==> src/rtl/decode_stage.sv <==
// RV32I integer decode stage: decodes ALU-class instructions into an operation
// and two operands, held in a single-entry ready/valid output register.

typedef enum logic [3:0] {
    ALU_ADD,
    ALU_SUB,
    ALU_SLL,
    ALU_SLT,
    ALU_SLTU,
    ALU_XOR,
    ALU_SRL,
    ALU_SRA,
    ALU_OR,
    ALU_AND
} alu_op_t;

module decode_stage #(
    parameter int ILL_CNT_W = 16
) (
    input  logic                 clk,
    input  logic                 rst_n,
    input  logic                 in_valid,
    output logic                 in_ready,
    input  logic [31:0]          in_instr,
    input  logic [31:0]          in_pc,
    output logic [4:0]           rs1_addr,
    output logic [4:0]           rs2_addr,
    input  logic [31:0]          rs1_data,
    input  logic [31:0]          rs2_data,
    input  logic                 flush,
    output logic                 out_valid,
    input  logic                 out_ready,
    output alu_op_t              out_op,
    output logic [31:0]          out_arg_1,
    output logic [31:0]          out_arg_2,
    output logic [4:0]           out_rd,
    output logic                 out_illegal,
    output logic [ILL_CNT_W-1:0] ill_count
);

    localparam logic [6:0] OPC_OP     = 7'b0110011;
    localparam logic [6:0] OPC_OP_IMM = 7'b0010011;
    localparam logic [6:0] OPC_LUI    = 7'b0110111;
    localparam logic [6:0] OPC_AUIPC  = 7'b0010111;
    localparam logic [6:0] FUNCT7_ALT = 7'b0100000;

    logic [6:0]  opcode;
    logic [2:0]  funct3;
    logic [6:0]  funct7;
    logic [31:0] imm_i;
    logic [31:0] imm_u;
    logic        capture;

    alu_op_t     dec_op;
    logic [31:0] dec_arg_1;
    logic [31:0] dec_arg_2;
    logic        dec_illegal;

    assign opcode   = in_instr[6:0];
    assign funct3   = in_instr[14:12];
    assign funct7   = in_instr[31:25];
    assign imm_i    = {{20{in_instr[31]}}, in_instr[31:20]};
    assign imm_u    = {in_instr[31:12], 12'b0};
    assign rs1_addr = in_instr[19:15];
    assign rs2_addr = in_instr[24:20];

    assign in_ready = rst_n && !flush && (!out_valid || out_ready);
    assign capture  = in_valid && in_ready;

    // funct3 mapping shared by register and immediate forms; the alternate
    // funct7 encodings (SUB/SRA) are resolved by the caller.
    function automatic alu_op_t base_op(input logic [2:0] f3);
        case (f3)
            3'b000:  return ALU_ADD;
            3'b001:  return ALU_SLL;
            3'b010:  return ALU_SLT;
            3'b011:  return ALU_SLTU;
            3'b100:  return ALU_XOR;
            3'b101:  return ALU_SRL;
            3'b110:  return ALU_OR;
            default: return ALU_AND;
        endcase
    endfunction

    // NOTE: every combinational output gets a default first so no path leaves it unassigned (no latch).
    always_comb begin
        dec_op      = ALU_ADD;
        dec_arg_1   = '0;
        dec_arg_2   = '0;
        dec_illegal = 1'b0;
        case (opcode)
            OPC_OP: begin
                dec_arg_1 = rs1_data;
                dec_arg_2 = rs2_data;
                if (funct7 == 7'b0) begin
                    dec_op = base_op(funct3);
                end else if (funct7 == FUNCT7_ALT && funct3 == 3'b000) begin
                    dec_op = ALU_SUB;
                end else if (funct7 == FUNCT7_ALT && funct3 == 3'b101) begin
                    dec_op = ALU_SRA;
                end else begin
                    dec_illegal = 1'b1;
                end
            end
            OPC_OP_IMM: begin
                dec_arg_1 = rs1_data;
                dec_arg_2 = imm_i;
                dec_op    = base_op(funct3);
                // Shifts reuse imm[11:5] as a funct7 and take a 5-bit shamt.
                if (funct3 == 3'b001 || funct3 == 3'b101) begin
                    dec_arg_2 = {27'b0, in_instr[24:20]};
                    if (funct7 != 7'b0) begin
                        if (funct3 == 3'b101 && funct7 == FUNCT7_ALT) begin
                            dec_op = ALU_SRA;
                        end else begin
                            dec_illegal = 1'b1;
                        end
                    end
                end
            end
            OPC_LUI: begin
                dec_arg_2 = imm_u;
            end
            OPC_AUIPC: begin
                dec_arg_1 = in_pc;
                dec_arg_2 = imm_u;
            end
            default: begin
                dec_illegal = 1'b1;
            end
        endcase
        if (dec_illegal) begin
            dec_op    = ALU_ADD;
            dec_arg_1 = '0;
            dec_arg_2 = '0;
        end
    end

    // NOTE: state registers use non-blocking assignments so every flop samples pre-edge values.
    always_ff @(posedge clk) begin
        if (!rst_n) begin
            out_valid   <= 1'b0;
            out_illegal <= 1'b0;
            out_op      <= ALU_ADD;
            out_arg_1   <= '0;
            out_arg_2   <= '0;
            out_rd      <= '0;
            ill_count   <= '0;
        end else if (flush) begin
            out_valid <= 1'b0;
        end else if (capture) begin
            out_valid   <= 1'b1;
            out_illegal <= dec_illegal;
            out_op      <= dec_op;
            out_arg_1   <= dec_arg_1;
            out_arg_2   <= dec_arg_2;
            out_rd      <= in_instr[11:7];
            if (dec_illegal && ill_count != '1) begin
                ill_count <= ill_count + {{(ILL_CNT_W-1){1'b0}}, 1'b1};
            end
        end else if (out_ready) begin
            out_valid <= 1'b0;
        end
    end

endmodule

==> config.mk <==
export PLATFORM = sky130hd
export DESIGN_NAME = decode_stage
export DESIGN_NICKNAME = d
export VERILOG_FILES = /design/src/rtl/decode_stage.sv
export SDC_FILE = /design/constraint.sdc
export NUM_CORES = 1
export LEC_CHECK = 0
export CAP_MARGIN = 30
export CORE_UTILIZATION = 42
export DETAILED_ROUTE_END_ITERATION = 16
export GPL_ROUTABILITY_DRIVEN = 0
export HOLD_SLACK_MARGIN = 0.05
export PLACE_DENSITY = 0.95
export SKIP_CTS_REPAIR_TIMING = 1
export SYNTH_ARGS = -nofsm -noshare
export SYNTH_HDL_FRONTEND = slang
export SYNTH_SLANG_ARGS = --single-unit
==> constraint.sdc <==
create_clock -name clk -period 3 [get_ports clk]
set_input_delay 0.3 -clock clk [delete_from_list [all_inputs] [get_ports clk]]
set_output_delay 0.3 -clock clk [all_outputs]
set_load 0.05 [all_outputs]
# Yosys cells after proc, flatten, opt, wreduce, memory -nomap -nowiden
# Index checks and enable logic that the tools add are counted.
# totals
regBits	91
out_inout_bits	102
# classes
n_eq_ne	12
n_addsub	1
n_bitwise	2
n_mux	22
n_reduce_logical	19
# ops
cell	n
2-to-1 mux 32 bit	3
case mux 32 bit (3 select lines)	1
case mux 32 bit (2 select lines)	1
case mux 4 bit (7 select lines)	1
equality test 7 x 6 -> 1 bit (second input constant)	3
2-to-1 mux 4 bit	5
adder 16 x 1 -> 16 bit (second input constant)	1
inequality test 16 bit (second input constant)	1
equality test 7 x 5 -> 1 bit (second input constant)	2
equality test 3 bit (second input constant)	3
case mux 4 bit (2 select lines)	1
logical NOT 7 bit	1
2-to-1 mux 1 bit	7
nonzero test 7 bit	1
equality test 3 x 2 -> 1 bit (second input constant)	2
logical AND 1 bit	6
2-to-1 mux 3 bit	2
OR reduction 2 bit	3
equality test 3 x 1 -> 1 bit (second input constant)	1
logical NOT 3 bit	1
case mux 1 bit (3 select lines)	1
AND reduction 3 bit	1
logical NOT 1 bit	2
logical OR 1 bit	2
3 further kinds	4

# Longest topological paths before layout
# depth
depth_word	8
mapped_depth	8
mapped_depth_nobuf	5

# Worst setup path after synthesis
# Ideal clock, no wire load.
# synth_path
kind	register -> register
from	reg out_valid
to	reg out_op[3]
path_buffers	0
arrival_ps	2221
path_stages_with_launch	6
required_ps	2930
path_slack_ps	708
period_less_slack_ps	2292
path_cell_list	dfxtp_1 > nor2b_1 > nor2_1 > nand2_1 > or3_1 > a21oi_1
# synth_via
elab_chain_cells	5
# synth_lines
item	line	rtl
start, declared	31	output logic out_valid,
start signal, assigned	142	out_valid <= 1'b0;
start signal, assigned	150	out_valid <= 1'b0;
start signal, assigned	152	out_valid <= 1'b1;
logical NOT 1 bit	67	assign in_ready = rst_n && !flush && (!out_valid || out_ready);
logical OR 1 bit	67	
logical AND 1 bit	67	
net in_ready	23	output logic in_ready,
logical AND 1 bit	68	assign capture = in_valid && in_ready;
AND reduction 2 bit (no source line)	--	
end signal, assigned	154	out_op <= dec_op;
end, declared	33	output alu_op_t out_op,
# The timed path passes the listed nets, and every way through them passes these cells.
# A chain may end at the register's enable or synchronous reset.

# Worst setup path after layout
# layout_path
from	in in_instr[25]
to	reg out_arg_2[1]
# layout_via
elab_chain_cells	7
# layout_lines
item	line	rtl
start, declared	24	input logic [31:0] in_instr,
equality test 7 x 6 -> 1 bit	97, 99, 113	
logical AND 1 bit	99, 113	
2-to-1 mux 1 bit	99, 113	
2-to-1 mux 1 bit, on equally long branches	112, 97	
2-to-1 mux 1 bit, on equally long branches	110, 95	
case mux 1 bit (3 select lines) *	91	case (opcode)
2-to-1 mux 32 bit *	132	if (dec_illegal) begin
end signal, assigned	156	out_arg_2 <= dec_arg_2;
end, declared	35	output logic [31:0] out_arg_2,
# Mark *: on every way between the ends. The rest lies on a longest branch, timed or not.

==> flow_metrics.py <==
metrics = {
    "clock_tree": {
        "cts-root-buf": "clkbuf_8",
        "cts_tree": "built",
        "cts_made_buffers": 9,
        "clk_path_buf_depth": 2,
        "cts.reportedPaths.clkPinSlew_ns": 0.09,
        "htree_levels": 3,
        "cts_sinks": 91,
        "clk-insertion-delay-late_ns": 0.34,
    },
    "timing": {
        "period_minus_slack_ns": 2.45,
        "min_period_over_period": 0.816,
        "fmax_mhz": 409,
        "maxSlewHeadroom": 0.450,
        "setup_viol": 0,
        "tightest_slew_ns": 0.824,
        "fin_ws_ns": 0.553,
        "finalMaxSlewViolations": 0,
        "skew_ns": 0.00929,
        "final-hold-violation-count": 0,
        "tns_ns": 0,
        "whs_ns": 0.458,
        "grt_setup_unrepaired": "false",
    },
    "global_routing": {
        "grt_remaining_overflow": 0,
        "grt_pass1_wl_um": 20600,
        "grt_pass1_vias": 4272,
        "grtUsageTotal": 0.254,
        "antenna_found_initial": 0,
        "grt_start_max_net_pins": 60,
    },
    "logic_synthesis": {
        "async_flop_share": 0,
        "ys_types": 52,
        "synth_compound_area_frac": 0.291,
        "synth_area_um2": 4190,
        "syn_area_per_cell_um2": 8.62,
        "synthAdderAreaFrac": 0.00299,
        "synth_simple_gate_area_frac": 0.190,
        "synth_top_family_by_area": "compound AO/OA/AOI/OAI gates",
        "ys_seq_area_frac": 0.435,
        "synth_seq_cells": 91,
        "synth_enable_flop_cells": 0,
        "post_synth_mux_area_share": 0.0167,
        "synthCells": 486,
        "synthXorXnorAreaFrac": 0,
        "synth_fp_nets": 620,
        "yosysWarnings": 0,
        "ys.flop_type": "dfxtp_1",
    },
    "critical_path": {
        "slowest_stage": "or4_4",
        "critical_path_class": "in2reg",
        "critPathBufInv": 2,
        "path_max_fanout": 29,
        "worstSetupStartpointType": "input port",
        "r2r-start": "out_valid",
        "startpoint": "in_instr[25]",
        "worstPathCellList": "clkdlybuf4s50_1, or4_4, a2111oi_4, o211a_4, buf_4, nand3_2, o21ai_0",
        "cp.arrival_ns": 2.71,
        "critical_path.top_delay_family": "compound AO/OA/AOI/OAI gates",
        "worstPathRequired_ns": 3.26,
        "setup.worst_path.end_class": "register",
        "cp_slowest_stage_delay_ns": 0.60,
    },
    "cells_and_area": {
        "area_growth_pct": 62.3,
        "design_area_um2": 6800,
        "drive_gt1_frac": 0.0770,
        "diodes": 0,
        "final_common_cell": "clkdlybuf4s50_1",
        "layout.nets": 831,
        "layout_common_cells": "clkdlybuf4s50_1 (234), dfxtp_1 (91), nand2_1 (88)",
        "fin_util": 0.699,
    },
    "pwr": {
        "pwr_density_cell_nw_per_um2": 367,
        "p_clk_frac": 0.369,
        "p_int_mw": 1.91,
        "switchingPower_mw": 0.586,
        "seq_power_share": 0.488,
        "combPwrFrac": 0.144,
        "p_leak_nw": 2.23,
        "swShare": 0.235,
        "ir_drop_v": 0.000201,
    },
    "route": {
        "vias": 4657,
        "drc": 0,
        "viasPerCell": 5.58,
        "dr.pass1.iters": 9,
        "routed_wirelength_um": 13900,
        "detail_route.wl_per_cell_um": 16.7,
        "dr.first_iter.drc_count": 146,
        "ant_nets": 0,
    },
    "die": {
        "die-area_um2": 10400,
        "die_y_um": 102,
        "num_rows": 36,
        "die_w_um": 102,
        "initial_core_util": 0.431,
        "core_area_um2": 9730,
        "design.portCount": 235,
    },
    "worst_hold_path": {
        "hp-start": "out_rd[2]",
        "hold_class": "reg2reg",
    },
    "placed_design": {
        "dp_hpwl_um": 10500,
        "place_ws_ns": 0.228,
        "placed_area_um2": 6570,
        "numPortBuffers": 234,
    },
    "outcome": {
        "status": "finished clean",
    },
    "job": {
        "drv_cap": 0,
    },
}
==> cell usage after synthesis (2+ instances only) <==
| library cell | instances | area (um2) |
|---|---|---|
| and2_1 | 3 | 18.8 |
| nor3b_1 | 3 | 22.5 |
| o21bai_1 | 2 | 15.0 |
| o21a_1 | 2 | 15.0 |
| o21ai_2 | 10 | 87.6 |
| a21boi_0 | 2 | 15.0 |
| nand3_1 | 4 | 20.0 |
| or4_1 | 11 | 82.6 |
| nor3_1 | 2 | 10.0 |
| dfxtp_1 | 91 | 1820 |
| a22oi_1 | 38 | 285 |
| o31ai_1 | 11 | 82.6 |
| nor2b_1 | 6 | 37.5 |
| inv_1 | 3 | 11.3 |
| a221oi_1 | 19 | 166 |
| o41ai_1 | 2 | 17.5 |
| buf_4 | 10 | 75.1 |
| and3_1 | 4 | 25.0 |
| and4_1 | 3 | 26.3 |
| a21oi_1 | 22 | 110 |
| nand4_1 | 7 | 43.8 |
| clkbuf_1 | 30 | 113 |
| buf_2 | 5 | 25.0 |
| o211ai_1 | 2 | 15.0 |
| o21ai_0 | 57 | 285 |
| nor2_1 | 9 | 33.8 |
| o21ai_1 | 4 | 20.0 |
| or3_1 | 2 | 12.5 |
| nand2b_1 | 3 | 18.8 |
| buf_6 | 4 | 45.0 |
| mux2i_1 | 7 | 70.1 |
| nand2_1 | 88 | 330 |
==> registers in the layout (all words and copies together) (netlist names) <==
name,count
out_arg_1,32
out_arg_2,32
ill_count,16
out_rd,5
out_op,4
out_illegal,1
out_valid,1
==> path summary, 6_finish.rpt <==
check | endpoint | slack [ns] | cells past startpoint
max reg2reg | ill_count[15] | 0.90 | 6
max | out_arg_2[1] | 0.55 | 7
min | out_rd[2] | 0.46 | 2
min reg2reg | out_rd[2] | 0.46 | 2
==> metal layers <==
layer / track usage / part of all wire / up-vias
li1: - / - / 2213
met1: 0.304 / 0.40 / 2165
met2: 0.431 / 0.49 / 235
met3: 0.0513 / 0.076 / 44
met4: 0.130 / 0.035 / 0
met5: 0 / 0 / -
==> per-stage QoR <==
step	std cells	power, mW
CTS	833	2.51
global placement	818	1.59
finish	834	2.49
global route	834	2.58
detailed placement	818	1.60
floorplan	486	1.37
==> final cells by class <==
type / instances / area [um2]
repair buffers: 249 / 2450
flip-flops and latches: 91 / 1820
clock buffers: 10 / 138
inverters: 3 / 11.3
multi-input cells: 343 / 2120
well taps: 133 / 166
clock inverters: 5 / 85.1
fillers: 725 / 2930
==> logic make-up after synthesis <==
family	Yosys count
AOI/OAI and AO/OA	180
adders and majority gates	1
buffers and inverters	52
DFF	91
muxes	7
and+or+nand+nor	155
==> worst min-delay path, delay by kind of cell, from the launching register on <==
kind | cells | cell delay, ns
AOI/OAI and AO/OA | 1 | 0.05
DFF | 1 | 0.32
and+or+nand+nor | 1 | 0.05
==> power by group through the flow <==
stage	Sequential [mW]	Clock, mW	Combinational (mW)
2_1_floorplan	1.26	0	0.111
3_3_place_gp	1.24	0	0.345
3_5_place_dp	1.24	0	0.354
4_1_cts	1.22	0.938	0.356
5_1_grt	1.22	0.984	0.377
6_report	1.22	0.919	0.358
Power figures use the tool's default switching activity.
